===== config.mk =====
export PLATFORM = sky130hd
export DESIGN_NAME = alsu_pipe
export DESIGN_NICKNAME = d
export VERILOG_FILES = /design/src/rtl/alsu_pipe.sv
export SDC_FILE = /design/constraint.sdc
export NUM_CORES = 1
export LEC_CHECK = 0
export CELL_PAD_IN_SITES_DETAIL_PLACEMENT = 0
export CELL_PAD_IN_SITES_GLOBAL_PLACEMENT = 1
export CORE_MARGIN = 2
export CORE_UTILIZATION = 46
export CTS_BUF_LIST = sky130_fd_sc_hd__clkbuf_8
export CTS_CLUSTER_SIZE = 40
export DETAILED_ROUTE_END_ITERATION = 12
export GPL_TIMING_DRIVEN = 0
export PLACE_DENSITY_LB_ADDON = 0.1
export SLEW_MARGIN = 30
export SYNTH_ARGS = -nofsm -noshare
export SYNTH_HDL_FRONTEND = slang
export SYNTH_SLANG_ARGS = --single-unit

===== constraint.sdc =====
create_clock -name clk -period 6.5 [get_ports clk]
set_clock_uncertainty 0.15 [all_clocks]
set_input_delay 1.3 -clock clk [delete_from_list [all_inputs] [get_ports clk]]
set_output_delay 1.3 -clock clk [all_outputs]
set_load 0.005 [all_outputs]

===== src/rtl/alsu_pipe.sv =====
// alsu_pipe: two-stage pipelined arithmetic/logic/shift unit with error tracking.
// Define ALSU_PIPE_FULL_ADDER_EN to make opcode 2 add the carry-in.
module alsu_pipe #(
   parameter int WIDTH = 8,
   parameter INPUT_PRIORITY = "A",
   parameter int LED_WIDTH = 16
) (
   input  logic                 clk,
   input  logic                 reset,
   input  logic                 in_valid,
   input  logic [WIDTH-1:0]     A,
   input  logic [WIDTH-1:0]     B,
   input  logic                 cin,
   input  logic                 serial_in,
   input  logic                 direction,
   input  logic                 red_op_A,
   input  logic                 red_op_B,
   input  logic                 bypass_A,
   input  logic                 bypass_B,
   input  logic [2:0]           opcode,
   output logic [2*WIDTH-1:0]   out,
   output logic                 out_valid,
   output logic [LED_WIDTH-1:0] leds,
   output logic [7:0]           err_cnt
);
   localparam int OW = 2*WIDTH;
   localparam bit PRI_B = (INPUT_PRIORITY == "B");
   logic [WIDTH-1:0] a_r, b_r, red_src;
   logic cin_r, ser_r, dir_r, ra_r, rb_r, ba_r, bb_r, v1;
   logic [2:0] op_r;
   logic [OW-1:0] a_x, b_x, prod, nxt;
   logic inv, byp_b, red_b, red_bit, cin_add;
   always_ff @(posedge clk or posedge reset)
      if (reset) begin
         {a_r, b_r, cin_r, ser_r, dir_r, ra_r, rb_r, ba_r, bb_r, op_r, v1} <= '0;
      end else begin
         v1 <= in_valid;
         if (in_valid) begin
            a_r   <= A;
            b_r   <= B;
            cin_r <= cin;
            ser_r <= serial_in;
            dir_r <= direction;
            ra_r  <= red_op_A;
            rb_r  <= red_op_B;
            ba_r  <= bypass_A;
            bb_r  <= bypass_B;
            op_r  <= opcode;
         end
      end
`ifdef ALSU_PIPE_FULL_ADDER_EN
   assign cin_add = cin_r;
`else
   // carry-in is captured but deliberately has no effect in this build
   assign cin_add = 1'b0 & cin_r;
`endif
   always_comb begin
      a_x     = {{WIDTH{a_r[WIDTH-1]}}, a_r};
      b_x     = {{WIDTH{b_r[WIDTH-1]}}, b_r};
      inv     = ((ra_r | rb_r) && op_r[2:1] != 2'b00) || op_r[2:1] == 2'b11;
      byp_b   = bb_r && (!ba_r || PRI_B);
      red_b   = rb_r && (!ra_r || PRI_B);
      red_src = red_b ? b_r : a_r;
      red_bit = op_r[0] ? ^red_src : |red_src;
      prod    = $signed(a_r) * $signed(b_r);
      // shift/rotate read the live stage-2 register, so back-to-back ops chain naturally
      nxt = inv ? '0 :
            (ba_r | bb_r) ? (byp_b ? b_x : a_x) :
            (op_r[2:1] == 2'b00) ? ((ra_r | rb_r) ? {{(OW-1){1'b0}}, red_bit} :
                                    {{WIDTH{1'b0}}, op_r[0] ? (a_r ^ b_r) : (a_r | b_r)}) :
            (op_r == 3'd2) ? a_x + b_x + {{(OW-1){1'b0}}, cin_add} :
            (op_r == 3'd3) ? prod :
            (op_r == 3'd4) ? (dir_r ? {out[OW-2:0], ser_r} : {ser_r, out[OW-1:1]}) :
            (dir_r ? {out[OW-2:0], out[OW-1]} : {out[0], out[OW-1:1]});
   end
   always_ff @(posedge clk or posedge reset)
      if (reset) begin
         out       <= '0;
         out_valid <= 1'b0;
         leds      <= '0;
         err_cnt   <= '0;
      end else begin
         out_valid <= v1;
         if (v1) begin
            out     <= nxt;
            leds    <= inv ? ~leds : '0;
            err_cnt <= (inv && err_cnt != 8'hFF) ? err_cnt + 8'd1 : err_cnt;
         end
      end
endmodule

After elaboration in Yosys (flattened, before gate mapping)
Cells that the tools add are included.
{"block": "word_totals", "ff_bits": 67, "latch_bits": 0, "ramBits": 0, "romBits": 0, "in_bits": 29, "out_inout_bits": 41, "wordCells": 53, "n_memories": 0}
{"block": "classes", "addsub": 2, "mul": 1, "div_mod_pow": 0, "n_lt_le_gt_ge": 0, "n_eq_ne": 5, "n_shift": 0, "mux": 14, "bitwise_logic": 5, "n_reduce_logical": 12}
{"cell": "$mux W16", "count": 10}
{"cell": "$mux W8", "count": 3}
{"cell": "$mul A8 B8 Y16", "count": 1}
{"cell": "$not A16 Y16", "count": 1}
{"cell": "$add A8 B8 Y9", "count": 1}
{"cell": "$add A8 B1 Y8 const B", "count": 1}
{"cell": "$ne A8 B8 Y1 const B", "count": 1}
{"cell": "$or A8 B8 Y8", "count": 1}
{"cell": "$reduce_or A8 Y1", "count": 1}
{"cell": "$reduce_xor A8 Y1", "count": 1}
{"cell": "$xor A8 B8 Y8", "count": 1}
{"cell": "$eq A3 B2 Y1 const B", "count": 2}
{"cell": "$logic_and A1 B1 Y1", "count": 4}
{"cell": "$eq A3 B3 Y1 const B", "count": 1}
{"cell": "$eq A2 B2 Y1 const B", "count": 1}
{"cell": "$logic_not A1 Y1", "count": 2}
{"cell": "$logic_not A2 Y1", "count": 1}
{"cell": "$or A1 B1 Y1", "count": 2}
{"cell": "$reduce_and A2 Y1", "count": 1}
{"cell": "$reduce_bool A2 Y1", "count": 1}
{"cell": "$logic_or A1 B1 Y1", "count": 1}
{"cell": "$mux W1", "count": 1}

Longest topological paths before layout
{"block": "depth", "word_depth": 9, "mapped_depth": 18, "depth_no_buf": 17}

Least setup slack after synthesis
OpenSTA, ideal clock, no wires.
{"block": "synth_timing", "kind": "reg-to-reg", "from": "register a_r[0]", "to": "register out[14]", "setup_time_ns": 0.092, "t_arrival_ns": 4.657, "required_time_ns": 6.258, "setup_slack_ns": 1.601, "path_stages_with_launch": 18, "path_buffers": 1, "period_less_slack_ns": 4.899, "cell_sequence": "dfrtp_1 > inv_1 > clkbuf_1 > nand2_1 > fa_1 > fa_1 > inv_1 > fa_1 > inv_1 > fa_1 > inv_1 > ha_1 > o21ai_0 > o21bai_1 > a31o_1 > or4_1 > and4_1 > o31ai_2"}
{"block": "synth_between", "elab_chain_cells": 6, "word_cells_on_any_way": 7, "classes_between": "add/sub (1); mul (1); mux (5)"}
{"element": "start: declaration", "line_no": "28", "rtl": "logic [WIDTH-1:0] a_r, b_r, red_src;"}
{"element": "start signal: assignment", "line_no": "35", "rtl": "{a_r, b_r, cin_r, ser_r, dir_r, ra_r, rb_r, ba_r, bb_r, op_r, v1} <= '0;"}
{"element": "start signal: assignment", "line_no": "39", "rtl": "a_r <= A;"}
{"element": "$mul A8 B8 Y16", "line_no": "65", "rtl": "prod = $signed(a_r) * $signed(b_r);"}
{"element": "$mux W16", "line_no": "72", "rtl": "(op_r == 3'd3) ? prod :"}
{"element": "$mux W16 *", "line_no": "71", "rtl": "(op_r == 3'd2) ? a_x + b_x + {{(OW-1){1'b0}}, cin_add} :"}
{"element": "$mux W16 *", "line_no": "69", "rtl": "(op_r[2:1] == 2'b00) ? ((ra_r | rb_r) ? {{(OW-1){1'b0}}, red_bit} :"}
{"element": "$mux W16 *", "line_no": "68", "rtl": "(ba_r | bb_r) ? (byp_b ? b_x : a_x) :"}
{"element": "$mux W16 *", "line_no": "67", "rtl": "nxt = inv ? '0 :"}
{"element": "end signal: assignment", "line_no": "85", "rtl": "out <= nxt;"}
{"element": "end: declaration", "line_no": "21", "rtl": "output logic [2*WIDTH-1:0] out,"}
Mark *: on every way between the ends. The rest lies on a longest branch, timed or not.
A chain may end at the register's enable or synchronous reset.

Final worst setup path
{"block": "layout_timing", "from": "register b_r[7]", "to": "register out[14]"}
{"block": "layout_between", "elab_chain_cells": 6, "word_cells_on_any_way": 8, "classes_between": "add/sub (1); mul (1); mux (6)"}
{"element": "start: declaration", "line_no": "28"}
{"element": "start signal: assignment", "line_no": "35"}
{"element": "start signal: assignment", "line_no": "40", "rtl": "b_r <= B;"}
{"element": "$mul A8 B8 Y16", "line_no": "65"}
{"element": "$mux W16", "line_no": "72"}
{"element": "$mux W16", "line_no": "71"}
{"element": "$mux W16", "line_no": "69"}
{"element": "$mux W16 *", "line_no": "68"}
{"element": "$mux W16 *", "line_no": "67"}
Marked as above.

==> impl_metrics.prom <==
# TYPE chip_impl_metric gauge
chip_impl_info{name="status",value="complete, no violations"} 1
chip_impl_metric{name="power_per_cell_area",unit="nW/um^2"} 336
chip_impl_metric{name="clock_sinks",unit=""} 67
chip_impl_metric{name="power_report.internal_total",unit="mW"} 1.40
chip_impl_metric{name="floorplan.die.height",unit="um"} 122
chip_impl_info{name="cp_common_cell",value="fa_1"} 1
chip_impl_metric{name="sw_frac_of_total",unit="%"} 45.0
chip_impl_metric{name="gp_routability_congestion",unit=""} 0.862
chip_impl_metric{name="synth_nets",unit=""} 848
chip_impl_metric{name="finish_stage_setup_viols",unit=""} 0
chip_impl_metric{name="clk_latency",unit="ns"} 0.38
chip_impl_info{name="cp-start-kind",value="flop"} 1
chip_impl_metric{name="totalWireLength",unit="um"} 18800
chip_impl_metric{name="post_cts_setup_driven_buffer_insertion_count",unit=""} 0
chip_impl_info{name="hold_path.class",value="reg -> reg"} 1
chip_impl_metric{name="finish.net_count",unit=""} 928
chip_impl_metric{name="insertedDiodeCount",unit=""} 0
chip_impl_metric{name="groute.layer.met1.usage",unit="%"} 36.4
chip_impl_metric{name="timing.fmax",unit="GHz"} 0.181
chip_impl_metric{name="pin_count_of_the_biggest_net_entering_global_routing",unit=""} 51
chip_impl_info{name="layout.cells.most_common",value="inv_1"} 1
chip_impl_metric{name="synthAdderAreaFrac",unit="%"} 27.4
chip_impl_metric{name="detail_route.drc_violations",unit=""} 0
chip_impl_metric{name="power.clock.fraction",unit="%"} 17.1
chip_impl_metric{name="max-clock-path-buffers",unit=""} 2
chip_impl_metric{name="nFillCells",unit=""} 1338
chip_impl_metric{name="initial_utilization",unit="%"} 46.6
chip_impl_metric{name="placement.setup.worst_slack",unit="ns"} 1.08
chip_impl_metric{name="worst_ir_drop_vdd",unit="V"} 0.000196
chip_impl_metric{name="synth-compound-area-share",unit="%"} 16.3
chip_impl_metric{name="detail_route.first_pass.iterations",unit=""} 5
chip_impl_metric{name="sequential_fraction_of_design_power",unit="%"} 22.5
chip_impl_metric{name="worst_slack",unit="ns"} 0.984
chip_impl_metric{name="initial_antenna_violation_count",unit=""} 0
chip_impl_metric{name="top_level_ports",unit=""} 70
chip_impl_metric{name="crit_required",unit="ns"} 6.64
chip_impl_metric{name="cp_num_cells",unit=""} 15
chip_impl_info{name="largest_family_of_logic_cells_by_synthesized_area",value="adder cells"} 1
chip_impl_metric{name="synth-xor-area-share",unit="%"} 3.68
chip_impl_metric{name="net-switching-power",unit="mW"} 1.15
chip_impl_info{name="rsz0062_at_grt",value="false"} 1
chip_impl_metric{name="yosysSeqAreaShare",unit="%"} 26.1
chip_impl_metric{name="first_iter_violations",unit=""} 509
chip_impl_info{name="cp_top_family",value="adder cells"} 1
chip_impl_metric{name="synth.area.mux_share",unit="%"} 5.56
chip_impl_info{name="clock-root-buffer",value="clkbuf_8"} 1
chip_impl_metric{name="num_vias",unit=""} 5398
chip_impl_metric{name="cts_max_level",unit=""} 3
chip_impl_metric{name="total_overflow_reported_by_the_global_router",unit=""} 0
chip_impl_metric{name="antenna_violating_nets_post_route",unit=""} 0
chip_impl_metric{name="power.leakage",unit="nW"} 3.47
chip_impl_metric{name="placeableCoreArea",unit="um^2"} 13800
chip_impl_metric{name="hpwl",unit="um"} 14500
chip_impl_info{name="worst_flop_to_flop_path_startpoint",value="b_r[7]$_DFFE_PP0P_"} 1
chip_impl_metric{name="cts_hold_repair.buffers",unit=""} 0
chip_impl_info{name="timing.critical_path.slowest_stage_cell",value="dfrtp_1"} 1
chip_impl_info{name="layout.cells.most_common_list",value="inv_1, nor2_1, clkdlybuf4s50_1, dfrtp_1, nand2_1"} 1
chip_impl_info{name="tritoncts_clock_tree",value="built"} 1
chip_impl_info{name="worst_r2r_endpoint",value="out[14]$_DFFE_PP0P_"} 1
chip_impl_metric{name="critical_path_buf_inv_count",unit=""} 3
chip_impl_metric{name="cts-resized-gates",unit=""} 0
chip_impl_metric{name="global_route.usage.met2",unit="%"} 43.8
chip_impl_metric{name="synth.ff_latch_count",unit=""} 67
chip_impl_metric{name="worst_hold_path.num_cells",unit=""} 1
chip_impl_metric{name="globalRouteMet3Util",unit="%"} 5.20
chip_impl_info{name="hp-start",value="leds[0]$_DFFE_PP0P_"} 1
chip_impl_metric{name="slew_violations",unit=""} 0
chip_impl_metric{name="ys_types",unit=""} 65
chip_impl_metric{name="rr_worst_depth",unit=""} 15
chip_impl_metric{name="final.period_utilization",unit="%"} 84.9
chip_impl_metric{name="simple_gate_portion_of_the_synthesized_area",unit="%"} 12.6
chip_impl_metric{name="cap_violations",unit=""} 0
chip_impl_metric{name="drt-vias-per-instance",unit=""} 5.53
chip_impl_metric{name="wl_per_cell",unit="um"} 19.2
chip_impl_metric{name="synth_async_sr_flop_share",unit="%"} 100
chip_impl_metric{name="tns",unit="ns"} 0
chip_impl_metric{name="path_clk_slew",unit="ns"} 0.09
chip_impl_metric{name="grt_pass1_wl",unit="um"} 30400
chip_impl_info{name="ys.flop_type",value="dfrtp_1"} 1
chip_impl_metric{name="finalHoldWorstSlack",unit="ns"} 0.322
chip_impl_metric{name="groute.usage.overall",unit="%"} 27.2
chip_impl_info{name="grt.busiest_layer",value="met2"} 1
chip_impl_metric{name="drive_gt1_share",unit="%"} 5.15
chip_impl_metric{name="total_power",unit="mW"} 2.55
chip_impl_info{name="crit_chain",value="clkinv_1, nor2_1, fa_1, fa_1, fa_1, inv_1, fa_1, inv_1, ha_1, o21ai_0, o21bai_1, a31o_1, or4_1, and4_1, o31ai_2"} 1
chip_impl_metric{name="ys.warnings.count",unit=""} 0
chip_impl_info{name="endpoint_kind",value="flop"} 1
chip_impl_metric{name="fp.dieArea",unit="um^2"} 14900
chip_impl_metric{name="max-slew-margin-rel",unit="%"} 46.7
chip_impl_metric{name="report.final.hold_viol_count",unit=""} 0
chip_impl_metric{name="avgSynthCellArea",unit="um^2"} 9.01
chip_impl_metric{name="worst_path_largest_cell_delay",unit="ns"} 0.64
chip_impl_metric{name="power_frac_comb",unit="%"} 60.4
chip_impl_metric{name="cp.arrival",unit="ns"} 5.65
chip_impl_metric{name="placementRows",unit=""} 43
chip_impl_metric{name="highest_fanout_seen_on_the_critical_path",unit=""} 9
chip_impl_metric{name="worst_slew_pin_slew",unit="ns"} 0.799
chip_impl_metric{name="synthCells",unit=""} 712
chip_impl_metric{name="floorplan.die.width",unit="um"} 122
chip_impl_metric{name="synth.cell_area",unit="um^2"} 6420
chip_impl_info{name="min_delay_worst_endpoint",value="leds[0]$_DFFE_PP0P_"} 1
chip_impl_metric{name="synth_edf_count",unit=""} 0
chip_impl_metric{name="io_buffers",unit=""} 68
chip_impl_metric{name="layout-area-overhead-vs-synth",unit="%"} 18.3
chip_impl_info{name="critPathKind",value="reg -> reg"} 1
chip_impl_metric{name="cts_bufs_inserted",unit=""} 9
chip_impl_metric{name="worst-r2r-setup-slack",unit="ns"} 0.98
chip_impl_metric{name="period_minus_slack",unit="ns"} 5.52
chip_impl_metric{name="grt_pass1_vias",unit=""} 5668
==> final cells by class <==
class	instances	area, um^2	area share, %
flip-flops and latches	67	1680	22.1
plain buffers	27	111	1.47
multi-input cells	506	4210	55.4
clock buffers	9	124	1.63
inverters	112	423	5.57
well taps	180	225	2.97
clock inverters	6	115	1.52
repair buffers	69	708	9.33
==> per-stage QoR <==
step	area [um^2]	instances	util, %
2_1_floorplan	6420	712	-
3_3_place_gp	7320	960	53.2
3_5_place_dp	7350	961	53.4
4_1_cts	7590	976	55.1
5_1_grt	7590	976	55.1
6_report	7590	976	55.1
==> kinds of logic (layout without fill, tap and decap cells) <==
logic type,Yosys count,in the layout
flops,67,67
xor+xnor,27,27
fa+ha+maj,107,107
compound gates,156,156
buf+inv,139,223
mux,34,34
simple gates,182,182
==> power by group through the flow <==
stage | Combinational, mW | Sequential (mW) | Clock, mW
2_1_floorplan | 1.04 | 0.560 | 0
3_3_place_gp | 1.48 | 0.578 | 0
3_5_place_dp | 1.51 | 0.578 | 0
4_1_cts | 1.53 | 0.573 | 0.445
5_1_grt | 1.74 | 0.585 | 0.457
6_report | 1.54 | 0.573 | 0.437
==> state kept, by name (all words and copies together), names as in the netlist <==
| signal | flops |
|---|---|
| ra_r | 1 |
| out | 16 |
| dir_r | 1 |
| v1 | 1 |
| ser_r | 1 |
| leds | 16 |
| bb_r | 1 |
| rb_r | 1 |
| ba_r | 1 |
| b_r | 8 |
| op_r | 3 |
| err_cnt | 8 |
| out_valid | 1 |
| a_r | 8 |
==> worst max path at each step <==
stage                                  start                   to  slack (ns)
final                     b_r[7]$_DFFE_PP0P_  out[14]$_DFFE_PP0P_        0.98
after CTS                 b_r[7]$_DFFE_PP0P_  out[14]$_DFFE_PP0P_        1.02
after global routing      a_r[0]$_DFFE_PP0P_  out[14]$_DFFE_PP0P_        0.73
after detailed placement  a_r[0]$_DFFE_PP0P_  out[14]$_DFFE_PP0P_        1.08
after floorplan           a_r[0]$_DFFE_PP0P_  out[14]$_DFFE_PP0P_        1.60
after global placement    a_r[0]$_DFFE_PP0P_  out[14]$_DFFE_PP0P_        1.10
==> routing by layer <==
| layer | routed length (um) | up-vias | part of all wire, % |
|---|---|---|---|
| li1 | - | 2529 | - |
| met5 | 0 | - | 0 |
| met3 | 1140 | 41 | 6.1 |
| met2 | 8700 | 172 | 46 |
| met4 | 553 | 0 | 2.9 |
| met1 | 8370 | 2656 | 45 |
==> cells in the mapped netlist, types with 6 or more instances <==
cell	count	area, um^2
a211oi_1	10	75.1
nand2_1	57	214
o21ai_0	42	210
nor2b_1	6	37.5
dfrtp_1	67	1680
inv_1	102	383
nor3_1	9	45.0
mux2_2	13	146
xor2_1	10	87.6
a21oi_1	41	205
nor2_1	76	285
a21o_1	8	60.1
xnor2_1	17	149
nand3_1	6	30.0
fa_1	56	1120
nor3b_1	7	52.6
clkbuf_1	23	86.3
mux2i_1	21	210
clkinv_1	10	37.5
ha_1	51	638
Power figures use the tool's default switching activity.
